File: config.mk
export PLATFORM = sky130hd
export DESIGN_NAME = fetch_queue_unit
export DESIGN_NICKNAME = d
export VERILOG_FILES = /design/src/rtl/fetch_pkg.sv /design/src/rtl/fetch_fifo.sv /design/src/rtl/fetch_queue_unit.sv
export SDC_FILE = /design/constraint.sdc
export NUM_CORES = 1
export LEC_CHECK = 0
export CAP_MARGIN = 20
export CORE_UTILIZATION = 35
export CTS_CLUSTER_SIZE = 25
export DETAILED_ROUTE_END_ITERATION = 8
export DONT_BUFFER_PORTS = 1
export PLACE_DENSITY_LB_ADDON = 0.1
export SYNTH_ARGS = -nofsm -noshare
export SYNTH_HDL_FRONTEND = slang
export SYNTH_HIERARCHICAL = 1
export SYNTH_SLANG_ARGS = --single-unit
File: constraint.sdc
create_clock -name Clk -period 5.7 [get_ports Clk]
set_clock_uncertainty 0.15 [all_clocks]
set_input_delay 0.855 -clock Clk [delete_from_list [all_inputs] [get_ports Clk]]
set_output_delay 0.855 -clock Clk [all_outputs]
set_load 0.005 [all_outputs]
File: src/rtl/fetch_pkg.sv
// Shared constants and types for the instruction-fetch front end.
package fetch_pkg;

  localparam int unsigned ADDR_W_DEF  = 8;
  localparam int unsigned INSTR_W_DEF = 32;
  localparam int unsigned PC_STEP_DEF = 4;
  localparam int unsigned CNT_W       = 16;

  typedef struct packed {
    logic [INSTR_W_DEF-1:0] instr;
    logic [ADDR_W_DEF-1:0]  next_pc;
  } fetch_entry_t;

  function automatic logic [CNT_W-1:0] sat_inc(input logic [CNT_W-1:0] v);
    return (v == '1) ? v : v + CNT_W'(1);
  endfunction

endpackage

File: src/rtl/fetch_fifo.sv
// Circular prefetch buffer with flush; flush overrides push and pop.
module fetch_fifo
  import fetch_pkg::*;
#(
  parameter int unsigned DEPTH   = 4,
  parameter type         entry_t = fetch_entry_t
) (
  input  logic   i_clk,
  input  logic   i_rst_n,
  input  logic   i_flush,
  input  logic   i_push,
  input  logic   i_pop,
  input  entry_t i_wdata,
  output entry_t o_rdata,
  output logic   o_full,
  output logic   o_empty
);

  localparam int unsigned PTR_W    = (DEPTH > 1) ? $clog2(DEPTH) : 1;
  localparam int unsigned CNT_BITS = $clog2(DEPTH + 1);

  logic [PTR_W-1:0]    r_head;
  logic [PTR_W-1:0]    r_tail;
  logic [CNT_BITS-1:0] r_count;
  entry_t              r_mem [DEPTH];

  logic w_wr;
  logic w_rd;

  assign o_full  = (r_count == CNT_BITS'(DEPTH));
  assign o_empty = (r_count == '0);
  assign o_rdata = r_mem[r_head];

  // A push into a full buffer is accepted only alongside a pop.
  assign w_wr = i_push & ~i_flush & (~o_full | i_pop);
  assign w_rd = i_pop & ~i_flush & ~o_empty;

  always_ff @(posedge i_clk or negedge i_rst_n) begin
    if (!i_rst_n) begin
      r_head  <= '0;
      r_tail  <= '0;
      r_count <= '0;
    end else if (i_flush) begin
      r_head  <= '0;
      r_tail  <= '0;
      r_count <= '0;
    end else begin
      if (w_wr) r_tail <= r_tail + PTR_W'(1);
      if (w_rd) r_head <= r_head + PTR_W'(1);
      unique case ({w_wr, w_rd})
        2'b10:   r_count <= r_count + CNT_BITS'(1);
        2'b01:   r_count <= r_count - CNT_BITS'(1);
        default: r_count <= r_count;
      endcase
    end
  end

  always_ff @(posedge i_clk) begin
    if (w_wr) r_mem[r_tail] <= i_wdata;
  end

endmodule

File: src/rtl/fetch_queue_unit.sv
// Fetch front end: PC register, PC+step adder and a prefetch queue feeding decode.
// Optional performance counters are built when FETCH_PERF_EN is defined.
module fetch_queue_unit
  import fetch_pkg::*;
#(
  parameter int unsigned ADDR_W   = ADDR_W_DEF,
  parameter int unsigned INSTR_W  = INSTR_W_DEF,
  parameter int unsigned DEPTH    = 4,
  parameter int unsigned PC_STEP  = PC_STEP_DEF,
  parameter int unsigned RESET_PC = 0
) (
  input  logic               Clk,
  input  logic               Clr,
  output logic [ADDR_W-1:0]  rom_addr,
  input  logic [INSTR_W-1:0] rom_data,
  input  logic               branch_taken,
  input  logic [ADDR_W-1:0]  branch_target,
  input  logic               id_ready,
  output logic               out_valid,
  output logic [INSTR_W-1:0] out_instr,
  output logic [ADDR_W-1:0]  out_next_pc
`ifdef FETCH_PERF_EN
  ,
  output logic [CNT_W-1:0]   fetch_stall_cnt,
  output logic [CNT_W-1:0]   flush_cnt
`endif
);

  typedef struct packed {
    logic [INSTR_W-1:0] instr;
    logic [ADDR_W-1:0]  next_pc;
  } entry_t;

  logic [ADDR_W-1:0] r_pc;
  logic [ADDR_W-1:0] w_pc_next;
  logic              w_full;
  logic              w_empty;
  logic              w_deq;
  logic              w_enq;
  entry_t            w_wdata;
  entry_t            w_rdata;

  assign w_pc_next = r_pc + ADDR_W'(PC_STEP);
  assign rom_addr  = r_pc;

  assign out_valid = ~w_empty;
  assign w_deq     = out_valid & id_ready;
  assign w_enq     = ~branch_taken & (~w_full | w_deq);

  assign w_wdata.instr   = rom_data;
  assign w_wdata.next_pc = w_pc_next;

  assign out_instr   = out_valid ? w_rdata.instr : '0;
  assign out_next_pc = out_valid ? w_rdata.next_pc : '0;

  always_ff @(posedge Clk or negedge Clr) begin
    if (!Clr) begin
      r_pc <= ADDR_W'(RESET_PC);
    end else if (branch_taken) begin
      r_pc <= branch_target;
    end else if (w_enq) begin
      r_pc <= w_pc_next;
    end
  end

  fetch_fifo #(
    .DEPTH   (DEPTH),
    .entry_t (entry_t)
  ) u_fifo (
    .i_clk   (Clk),
    .i_rst_n (Clr),
    .i_flush (branch_taken),
    .i_push  (w_enq),
    .i_pop   (w_deq),
    .i_wdata (w_wdata),
    .o_rdata (w_rdata),
    .o_full  (w_full),
    .o_empty (w_empty)
  );

`ifdef FETCH_PERF_EN
  logic [CNT_W-1:0] r_stall_cnt;
  logic [CNT_W-1:0] r_flush_cnt;

  always_ff @(posedge Clk or negedge Clr) begin
    if (!Clr) begin
      r_stall_cnt <= '0;
      r_flush_cnt <= '0;
    end else begin
      if (branch_taken) r_flush_cnt <= sat_inc(r_flush_cnt);
      if (w_full && !w_deq && !branch_taken) r_stall_cnt <= sat_inc(r_stall_cnt);
    end
  end

  assign fetch_stall_cnt = r_stall_cnt;
  assign flush_cnt       = r_flush_cnt;
`endif

endmodule

==> impl_metrics.ini, run 1 <==
[power]
p_leak_nw = 2.54
ir_worst_vdd_uv = 211
power.total_w = 0.00298
power.density_nw_per_um2 = 368

[setup_path]
critPathLaunchType = flop
startpoint = u_fifo/r_head[0]
required_ns = 4.70
cp.depth = 2
cp-end-kind = output port
cp_data_arrival_time_ns = 2.27
critPathKind = reg2out
cp_max_fo = 42
crit_family = flip-flops
cp.buffers_inverters = 0
critPathMaxStageDelay_ns = 1.02
timing.rr.start = u_fifo/r_count[0]
worstPathCellList = mux4_2 > nor2b_1
reg2reg_depth = 7
crit_slowest_cell = dfrtp_4

[sta]
worst_slew_pin_slew_ns = 0.896
slew_headroom_pct = 40.3
drv_slew = 0
hold_viol_final = 0
rsz0062_at_grt = false
fin_crit_sh_pct = 57.5
tns_ns = 0
fmax_mhz = 305
setup_viol = 0
period_minus_slack_ns = 3.28

[yosys]
synth_simple_gate_area_share_pct = 6.71
ys_top_cells_by_area = edfxtp_1 67%, mux4_2 13%, dfrtp_1 5.3%
synth_compound_area_share_pct = 2.99
yosysTopAreaCellShare_pct = 67.4
synth-edff-count = 160
synth_mux_area_share_pct = 13.5
ys_seq_area_share_pct = 72.7
async_flop_share_pct = 8.57
synth_top_family_by_area = multiplexers
ys_ff_latch = 175
syn_area_sq_um = 7130
synth_fa_ha_area_share_pct = 1.16
yosysWarnings = 6
synth_most_common_cell = edfxtp_1
yosys.area_share.xor_xnor_pct = 0.966
yosysTopAreaCell = edfxtp_1
synthTopCellsByCount = 160 x edfxtp_1, 43 x nor2b_1, 40 x mux4_2
synth_flop_cell = edfxtp_1
synth_nets = 414
synthDistinctLibCells = 48
syn_inst = 364
avgSynthCellArea_sq_um = 19.6

[finish]
design_area_sq_um = 8090
n_fill_cell = 1747
area_growth_pct = 13.5
finalNonFillerCells = 648
finalNetCount = 420
diodes = 0
fin_util_pct = 41.0
drive_above_1_share_pct = 25.1

[placed_design]
dp_hpwl_um = 7600
port_buffers = 0
placed_cell_area_sq_um = 7410
dp.cells = 615
gp_congestion = 0.803

[routing]
drtIter0Drc = 192
routed_wirelength_um = 13200
viasPerCell = 4.92
drtAntennaViolNets = 0
drc = 0
vias = 3186
wl_per_cell_um = 20.4
dr.pass1.iters = 4

[die]
die_w_um = 145
std_cell_rows = 51
num_io_pins = 93
fp.dieH_um = 145
initial_core_util_pct = 36.1
placeableCoreArea_sq_um = 19700
dieArea_sq_um = 20900

[status]
status = complete, no violations

[clocking]
cts.root.buffer_cell = clkbuf_16
cts.htree.levels = 4
clk_path_buf_depth = 2
cts_tree = done
postCtsSetupBuffers = 0
cts_resized = 0
cts_hold_buf = 1
clk_latency_ns = 0.42
path_clk_slew_ns = 0.07
clock-sinks = 175
cts_buffers = 17

[global_routing]
grt_most_used_layer = met2
grtUsageTotal_pct = 13.6
grt_pass1_wl_um = 20200
grt_use_met3_pct = 4.44
antenna_found_initial = 0
grt_overflow = 0
use_met1_pct = 17.1
grt_pass1_vias = 3361
grt_max_degree = 44
grt_use_met2_pct = 21.6

[worst_hold_path]
hp-class = in2reg
whs_path_depth = 1
hp-start = branch_taken

[flow_run]
maxCapViolations = 0
-- area by class of cell --
cell class | count | area, sq um | share of cell area, %
Inverter | 9 | 33.8 | 0.418
Clock inverter | 9 | 179 | 2.21
Multi-Input combinational cell | 160 | 1810 | 22.4
Sequential cell | 175 | 5180 | 64.1
Timing Repair Buffer | 7 | 55.1 | 0.681
Tap cell | 265 | 332 | 4.10
Clock buffer | 23 | 488 | 6.04
-- layer usage --
| layer | routed length [um] | vias up |
|---|---|---|
| li1 | - | 1439 |
| met1 | 5760 | 1661 |
| met2 | 6360 | 72 |
| met3 | 867 | 14 |
| met4 | 229 | 0 |
| met5 | 0 | - |
-- kinds of logic after synthesis --
family	count (synthesis)
multiplexers	45
AND/OR/NAND/NOR	77
buffers and inverters	29
adder cells (fa/ha/maj)	6
XOR/XNOR	7
flip-flops	175
AO/OA/AOI/OAI	25
-- final timing paths --
kind	slack (ns)	endpoint
max	2.42	out_next_pc[0]
min	0.35	u_fifo/r_head[1]
max reg2reg	2.70	u_fifo/r_mem[2][32]
min reg2reg	0.39	u_fifo/r_head[1]
max in group asynchronous	4.10	u_fifo/r_head[0]
min in group asynchronous	0.77	rom_addr[5]
-- stage by stage --
| stage | hold WS, ns | setup WS (ns) |
|---|---|---|
| 4_1_cts | 0.318 | 2.33 |
| 3_3_place_gp | 0.372 | 2.63 |
| 3_5_place_dp | 0.379 | 2.58 |
| 2_1_floorplan | 0.344 | 2.45 |
| 5_1_grt | 0.321 | 2.25 |
| 6_report | 0.346 | 2.42 |
-- sequential cells by signal, summed over array words and instances, names as in the netlist --
| register | cells |
|---|---|
| rom_addr | 8 |
| u_fifo/r_count | 3 |
| u_fifo/r_head | 2 |
| u_fifo/r_mem | 160 |
| u_fifo/r_tail | 2 |
-- layout by cell type, fill, tap and decap left out, drive strengths merged, types with 4 or more instances in the layout --
| cell | count |
|---|---|
| mux2 | 4 |
| dfrtp | 15 |
| inv | 9 |
| nand2b | 5 |
| o21ai | 4 |
| nor2b | 43 |
| a21oi | 6 |
| xor2 | 5 |
| clkbuf | 23 |
| and2 | 4 |
| mux4 | 40 |
| nand3 | 4 |
| edfxtp | 160 |
| nor3 | 4 |
| buf | 6 |
| nand2 | 6 |
| ha | 5 |
| nor2 | 6 |
| bufinv | 5 |
-- power by group --
group          switching (W)  total, W  internal (W)  leakage (nW)
clock network       0.000461   0.00129      0.000825         0.320
registers          0.0000359   0.00150       0.00147          1.64
logic               0.000110  0.000190     0.0000796         0.583
No activity file was read; power rests on OpenSTA's default activity.
==> inputs of run 2 (changes only) <==
--- a/config.mk
+++ b/config.mk
@@ -5,6 +5,7 @@
 export SDC_FILE = /design/constraint.sdc
 export NUM_CORES = 1
 export LEC_CHECK = 0
+export ABC_AREA = 1
 export CAP_MARGIN = 20
 export CORE_UTILIZATION = 35
 export CTS_CLUSTER_SIZE = 25
==> constraint.sdc (replaced) <==
create_clock -name Clk -period 3.29 [get_ports Clk]
set_clock_uncertainty 0.15 [all_clocks]
set_input_delay 0.4935 -clock Clk [delete_from_list [all_inputs] [get_ports Clk]]
set_output_delay 0.4935 -clock Clk [all_outputs]
set_load 0.005 [all_outputs]
==> run 2 against run 1 <==
Effect of this change: hold slack got worse by 0.31 ns; via count grew 41%; final area increased by 6.6%; sequential power up 71%; sequential share of layout area shrank 4.0 points; sequential cell count did not move; critical path depth increased by 3; synthesized cell count increased by 68%; combinational power up 72%; non-clock buffer count increased by 49; power increased by 59%; largest cell class unchanged.
==> impl_metrics.ini, run 2 <==
[finish]
finalNonFillerCells = 935
final_common_cell = edfxtp_1
seq_area_sq_um = 5180
n_fill_cell = 1936
area_growth_pct = 18.5
drive_above_1_share_pct = 9.32
regMostFlops = u_fifo/r_mem
largest_reg_flops = 160
diodes = 0
finalNetCount = 702
final_cell_mix = 160 x edfxtp_1, 124 x nor2_1, 79 x o21ai_0
multi_input_area_sq_um = 1710

[setup_path]
worstPathCellList = buf_4 > o21ai_0 > o22ai_1 > inv_1 > nor2_1
startpoint = u_fifo/r_head[0]
critPathLaunchType = flop
cp_max_fo = 81
crit_slowest_cell = buf_4
cp-end-kind = output port
cp_data_arrival_time_ns = 2.14
required_ns = 2.65
reg2reg_setup_slack_ns = 0.55
timing.rr.start = u_fifo/r_count[0]
critPathMaxStageDelay_ns = 0.62
critPathKind = reg2out
regToRegEndpoint = u_fifo/r_mem[0][10]
reg2reg_depth = 11

[yosys]
ys_seq_area_share_pct = 71.2
ys_top_cells_by_area = edfxtp_1 66%, nor2_1 6.6%, o21ai_0 5.4%
yosysWarnings = 6
synthDistinctLibCells = 34
syn_inst = 611
async_flop_share_pct = 8.57
synth_flop_cell = edfxtp_1
yosysTopAreaCell = edfxtp_1
ys_ff_latch = 175
synth_most_common_cell = edfxtp_1
avgSynthCellArea_sq_um = 11.9
yosysTopAreaCellShare_pct = 66.1
synth-edff-count = 160
synthTopCellsByCount = 160 x edfxtp_1, 128 x nor2_1, 79 x o21ai_0
syn_area_sq_um = 7270
synth_nets = 661

[placed_design]
dp_hpwl_um = 9150
gp_congestion = 0.754
dp.cells = 859
port_buffers = 0

[routing]
drtIter0Drc = 191
wl_per_cell_um = 16.9
viasPerCell = 4.79
routed_wirelength_um = 15800
drtAntennaViolNets = 0
vias = 4480
dr.pass1.iters = 5
drc = 0

[die]
placeableCoreArea_sq_um = 20300
initial_core_util_pct = 35.8
fp.dieH_um = 146
std_cell_rows = 52
die_w_um = 146
dieArea_sq_um = 21400
num_io_pins = 93

[sta]
hold_viol_final = 0
worst_slew_pin_slew_ns = 0.831
slew_headroom_pct = 44.6
rsz0062_at_grt = false
setup_viol = 0
period_minus_slack_ns = 2.78
drv_slew = 0
fin_crit_sh_pct = 84.5
fmax_mhz = 360

[worst_hold_path]
hp-start = branch_taken
min_to = rom_addr[1]
hp-class = in2reg
whs_path_depth = 2

[flow_run]
maxCapViolations = 0

[clocking]
clk_latency_ns = 0.42
clk_path_buf_depth = 2
path_clk_slew_ns = 0.06
clock-sinks = 175
cts_resized = 0
cts_tree = done
cts.root.buffer_cell = clkbuf_16
cts.htree.levels = 4
cts_buffers = 17

[power]
p_leak_nw = 3.14
ir_worst_vdd_uv = 294
power.density_nw_per_um2 = 551
power.total_w = 0.00474

[status]
status = complete, no violations

[global_routing]
grt_pass1_wl_um = 24700
grt_pass1_vias = 4460
grt_overflow = 0
grt_max_degree = 82
grtUsageTotal_pct = 15.4
antenna_found_initial = 0
-- run 2: cell type report --
cell class | instances | area share [%]
timing repair buffer | 56 | 6.88
tap | 270 | 3.92
inverter | 65 | 2.93
clock inverter | 10 | 1.05
clock buffer | 22 | 5.27
sequential | 175 | 60.1
multi-input combinational | 337 | 19.8
-- run 2: worst max-delay path, delay by kind of cell, from the launching register on --
family	cells	cell delay, ns
flip-flops	1	0.37
AO/OA/AOI/OAI	2	0.51
buffers and inverters	2	0.68
AND/OR/NAND/NOR	1	0.13
-- run 2: logic make-up (layout without fill, tap and decap cells) --
group | count (synthesis) | in the layout | share of synthesized area (%)
and+or+nand+nor | 198 | 198 | 11.6
DFF | 175 | 175 | 71.2
AOI/OAI and AO/OA | 130 | 130 | 9.96
buffers and inverters | 99 | 153 | 5.70
adders and majority gates | 6 | 6 | 1.14
xor gates and xnor gates | 3 | 3 | 0.361
-- run 2: worst max path at each step --
stage | to | slack, ns | cells after the start
floorplan | u_fifo/r_mem[0][0] | -0.50 | 11
global placement | u_fifo/r_mem[0][8] | 0.61 | 11
detailed placement | u_fifo/r_mem[0][4] | 0.53 | 11
CTS | out_instr[6] | 0.44 | 5
global route | out_instr[6] | 0.26 | 5
finish | out_instr[6] | 0.51 | 5
-- run 2: report_power, final --
group / switching, W / internal, W
sequential: 0.0000401 / 0.00252
clock: 0.000797 / 0.00106
combinational: 0.000215 / 0.000113
total: 0.00105 / 0.00369
-- run 2: through the flow --
stage / instance area, sq um / hold slack (ns) / setup TNS [ns] / util, % / setup slack [ns]
2_1_floorplan: 7270 / 0.0479 / -79.93 / - / -0.500
3_3_place_gp: 7630 / 0.0484 / 0 / 37.6 / 0.607
3_5_place_dp: 7630 / 0.0483 / 0 / 37.6 / 0.530
4_1_cts: 8440 / 0.00164 / 0 / 41.6 / 0.441
5_1_grt: 8620 / 0.0247 / 0 / 42.4 / 0.263
6_report: 8620 / 0.0389 / 0 / 42.4 / 0.511
-- run 2: routing by layer --
metal | global-route usage [%] | up-vias | wire length (um)
met5 | 0 | - | 0
met3 | 4.72 | 7 | 660
met4 | 4.90 | 0 | 98
met2 | 24.8 | 79 | 7780
met1 | 19.9 | 2193 | 7300
li1 | - | 2201 | -
-- run 2: timing repair --
item,4_1_cts,5_1_grt
buffers inserted,0,0
hold buffers,26,18
endpoints found under the hold margin,90,55
==> inputs of run 3 (changes only) <==
==> constraint.sdc (replaced) <==
create_clock -name Clk -period 2.35 [get_ports Clk]
set_clock_uncertainty 0.15 [all_clocks]
set_input_delay 0.3525 -clock Clk [delete_from_list [all_inputs] [get_ports Clk]]
set_output_delay 0.3525 -clock Clk [all_outputs]
set_load 0.005 [all_outputs]
==> run 3 against run 2 <==
Effect of this change: die area unchanged; core utilization grew 1.7 points; sequential cell count stayed put; non-clock buffer count is 15 higher; sequential power grew 40%; wire length is 9.4% higher; power is 46% higher; via count grew 5.3%; sequential share of layout area down 2.3 points; combinational power up 58%; critical path type unchanged; largest cell class unchanged; largest power group unchanged.
==> impl_metrics.ini, run 3 (synthesis results as in run 2) <==
[finish]
final_cell_mix = 160 x edfxtp_1, 120 x nor2_1, 72 x o21ai_0
finalNetCount = 717
final_common_cell = edfxtp_1
fin_util_pct = 44.2
n_fill_cell = 1907
area_growth_pct = 23.3
diodes = 0
largest_reg_flops = 160
regMostFlops = u_fifo/r_mem
drive_above_1_share_pct = 13.5

[die]
dieArea_sq_um = 21400
fp.dieH_um = 146
placeableCoreArea_sq_um = 20300
std_cell_rows = 52
num_io_pins = 93
initial_core_util_pct = 35.8
die_w_um = 146

[global_routing]
grt_pass1_wl_um = 25700
antenna_found_initial = 0
grt_overflow = 0
grtUsageTotal_pct = 15.8
grt_pass1_vias = 4759
grt_max_degree = 82

[clocking]
cts_buffers = 17
cts_tree = done
clock-sinks = 175
path_clk_slew_ns = 0.06
cts.htree.levels = 4
clk_path_buf_depth = 2
clk_latency_ns = 0.42
cts.root.buffer_cell = clkbuf_16

[routing]
routed_wirelength_um = 17300
viasPerCell = 4.97
wl_per_cell_um = 18.2
drtIter0Drc = 306
drtAntennaViolNets = 0
dr.pass1.iters = 4
vias = 4718
drc = 0

[worst_hold_path]
hp-class = in2reg
whs_path_depth = 3

[power]
p_leak_nw = 3.30
ir_worst_vdd_uv = 424
power.total_w = 0.00691
power_frac_comb_pct = 7.5
netSwitchingFraction_pct = 22.1
intPower_w = 0.00539
clkPwrFrac_pct = 40.6
power.density_nw_per_um2 = 771
netSwitchingPower_w = 0.00152
p_seq_share_pct = 51.9

[setup_path]
cp-end-kind = output port
worstPathCellList = clkinv_4 > clkbuf_16 > o21ai_0 > o22ai_1 > inv_1 > nor2_1
crit_slowest_cell = dfrtp_2
critPathMaxStageDelay_ns = 0.51
cp_max_fo = 27
cp_data_arrival_time_ns = 1.74
reg2reg_depth = 14
critPathLaunchType = flop
critPathKind = reg2out
required_ns = 1.85

[sta]
tns_ns = 0
slew_headroom_pct = 51.4
setup_viol = 0
final.setup.worst_slack_ns = 0.108
rsz0062_at_grt = false
worst_slew_pin_slew_ns = 0.727
period_minus_slack_ns = 2.24
fin_crit_sh_pct = 95.4
fmax_mhz = 446
hold_viol_final = 0
drv_slew = 0
hold_slack_ns = 0.0669

[status]
status = complete, no violations

[placed_design]
dp_slack_ns = 0.0457
port_buffers = 0
dp_hpwl_um = 9650
gp_congestion = 0.801

[flow_run]
maxCapViolations = 0
-- run 3: power by group through the flow --
stage               Sequential, W  Clock [W]  Combinational, W
finish                    0.00359    0.00281          0.000516
global route              0.00360    0.00298          0.000576
CTS                       0.00359    0.00287          0.000500
detailed placement        0.00366          0          0.000406
global placement          0.00365          0          0.000399
floorplan                 0.00364          0          0.000293
-- run 3: worst paths after layout --
kind,slack [ns],startpoint,end
worst max-delay path,0.11,u_fifo/r_head[0],out_instr[29]
worst min-delay path,0.07,branch_taken,rom_addr[3]
worst max register to register,0.15,u_fifo/r_count[2],u_fifo/r_count[2]
min in group asynchronous,0.28,Clr,rom_addr[6]
worst min register to register,0.43,u_fifo/r_tail[0],u_fifo/r_tail[0]
max in group asynchronous,1.26,Clr,u_fifo/r_head[0]
-- run 3: through the flow --
stage / cell area, sq um / std cells
final: 8960 / 950
after floorplan: 7320 / 611
after global routing: 8960 / 950
after detailed placement: 7770 / 869
after global placement: 7770 / 869
after CTS: 8780 / 942
-- run 3: layer usage --
layer / track usage (%) / part of all wire, % / routed length (um) / vias to the layer above
li1: - / - / - / 2227
met1: 19.7 / 45 / 7780 / 2350
met2: 26.3 / 49 / 8480 / 132
met3: 5.00 / 5.3 / 923 / 9
met4: 4.69 / 0.85 / 147 / 0
met5: 0 / 0 / 0 / -
-- run 3: critical path, delay by kind of cell (launching register included) --
family	cells	cell delay, ns
buf+inv	3	0.47
simple gates	1	0.05
flops	1	0.51
compound gates	2	0.29
-- run 3: timing repair --
item                                   in CTS  in global routing
hold buffers                               41                  0
buffers inserted                            0                  4
cloned                                      0                  4
endpoints found under the hold margin     157                  0
gates resized for setup                     2                 24
pin swaps                                   0                  3
setup endpoints to repair                  40                 26
-- run 3: final cells by class --
class / instances / area, sq um / share of cell area, %
Clock buffer: 21 / 440 / 4.91
Clock inverter: 11 / 140 / 1.56
Inverter: 65 / 259 / 2.89
Multi-Input combinational cell: 337 / 1760 / 19.6
Sequential cell: 175 / 5180 / 57.8
Tap cell: 270 / 338 / 3.77
Timing Repair Buffer: 71 / 842 / 9.39
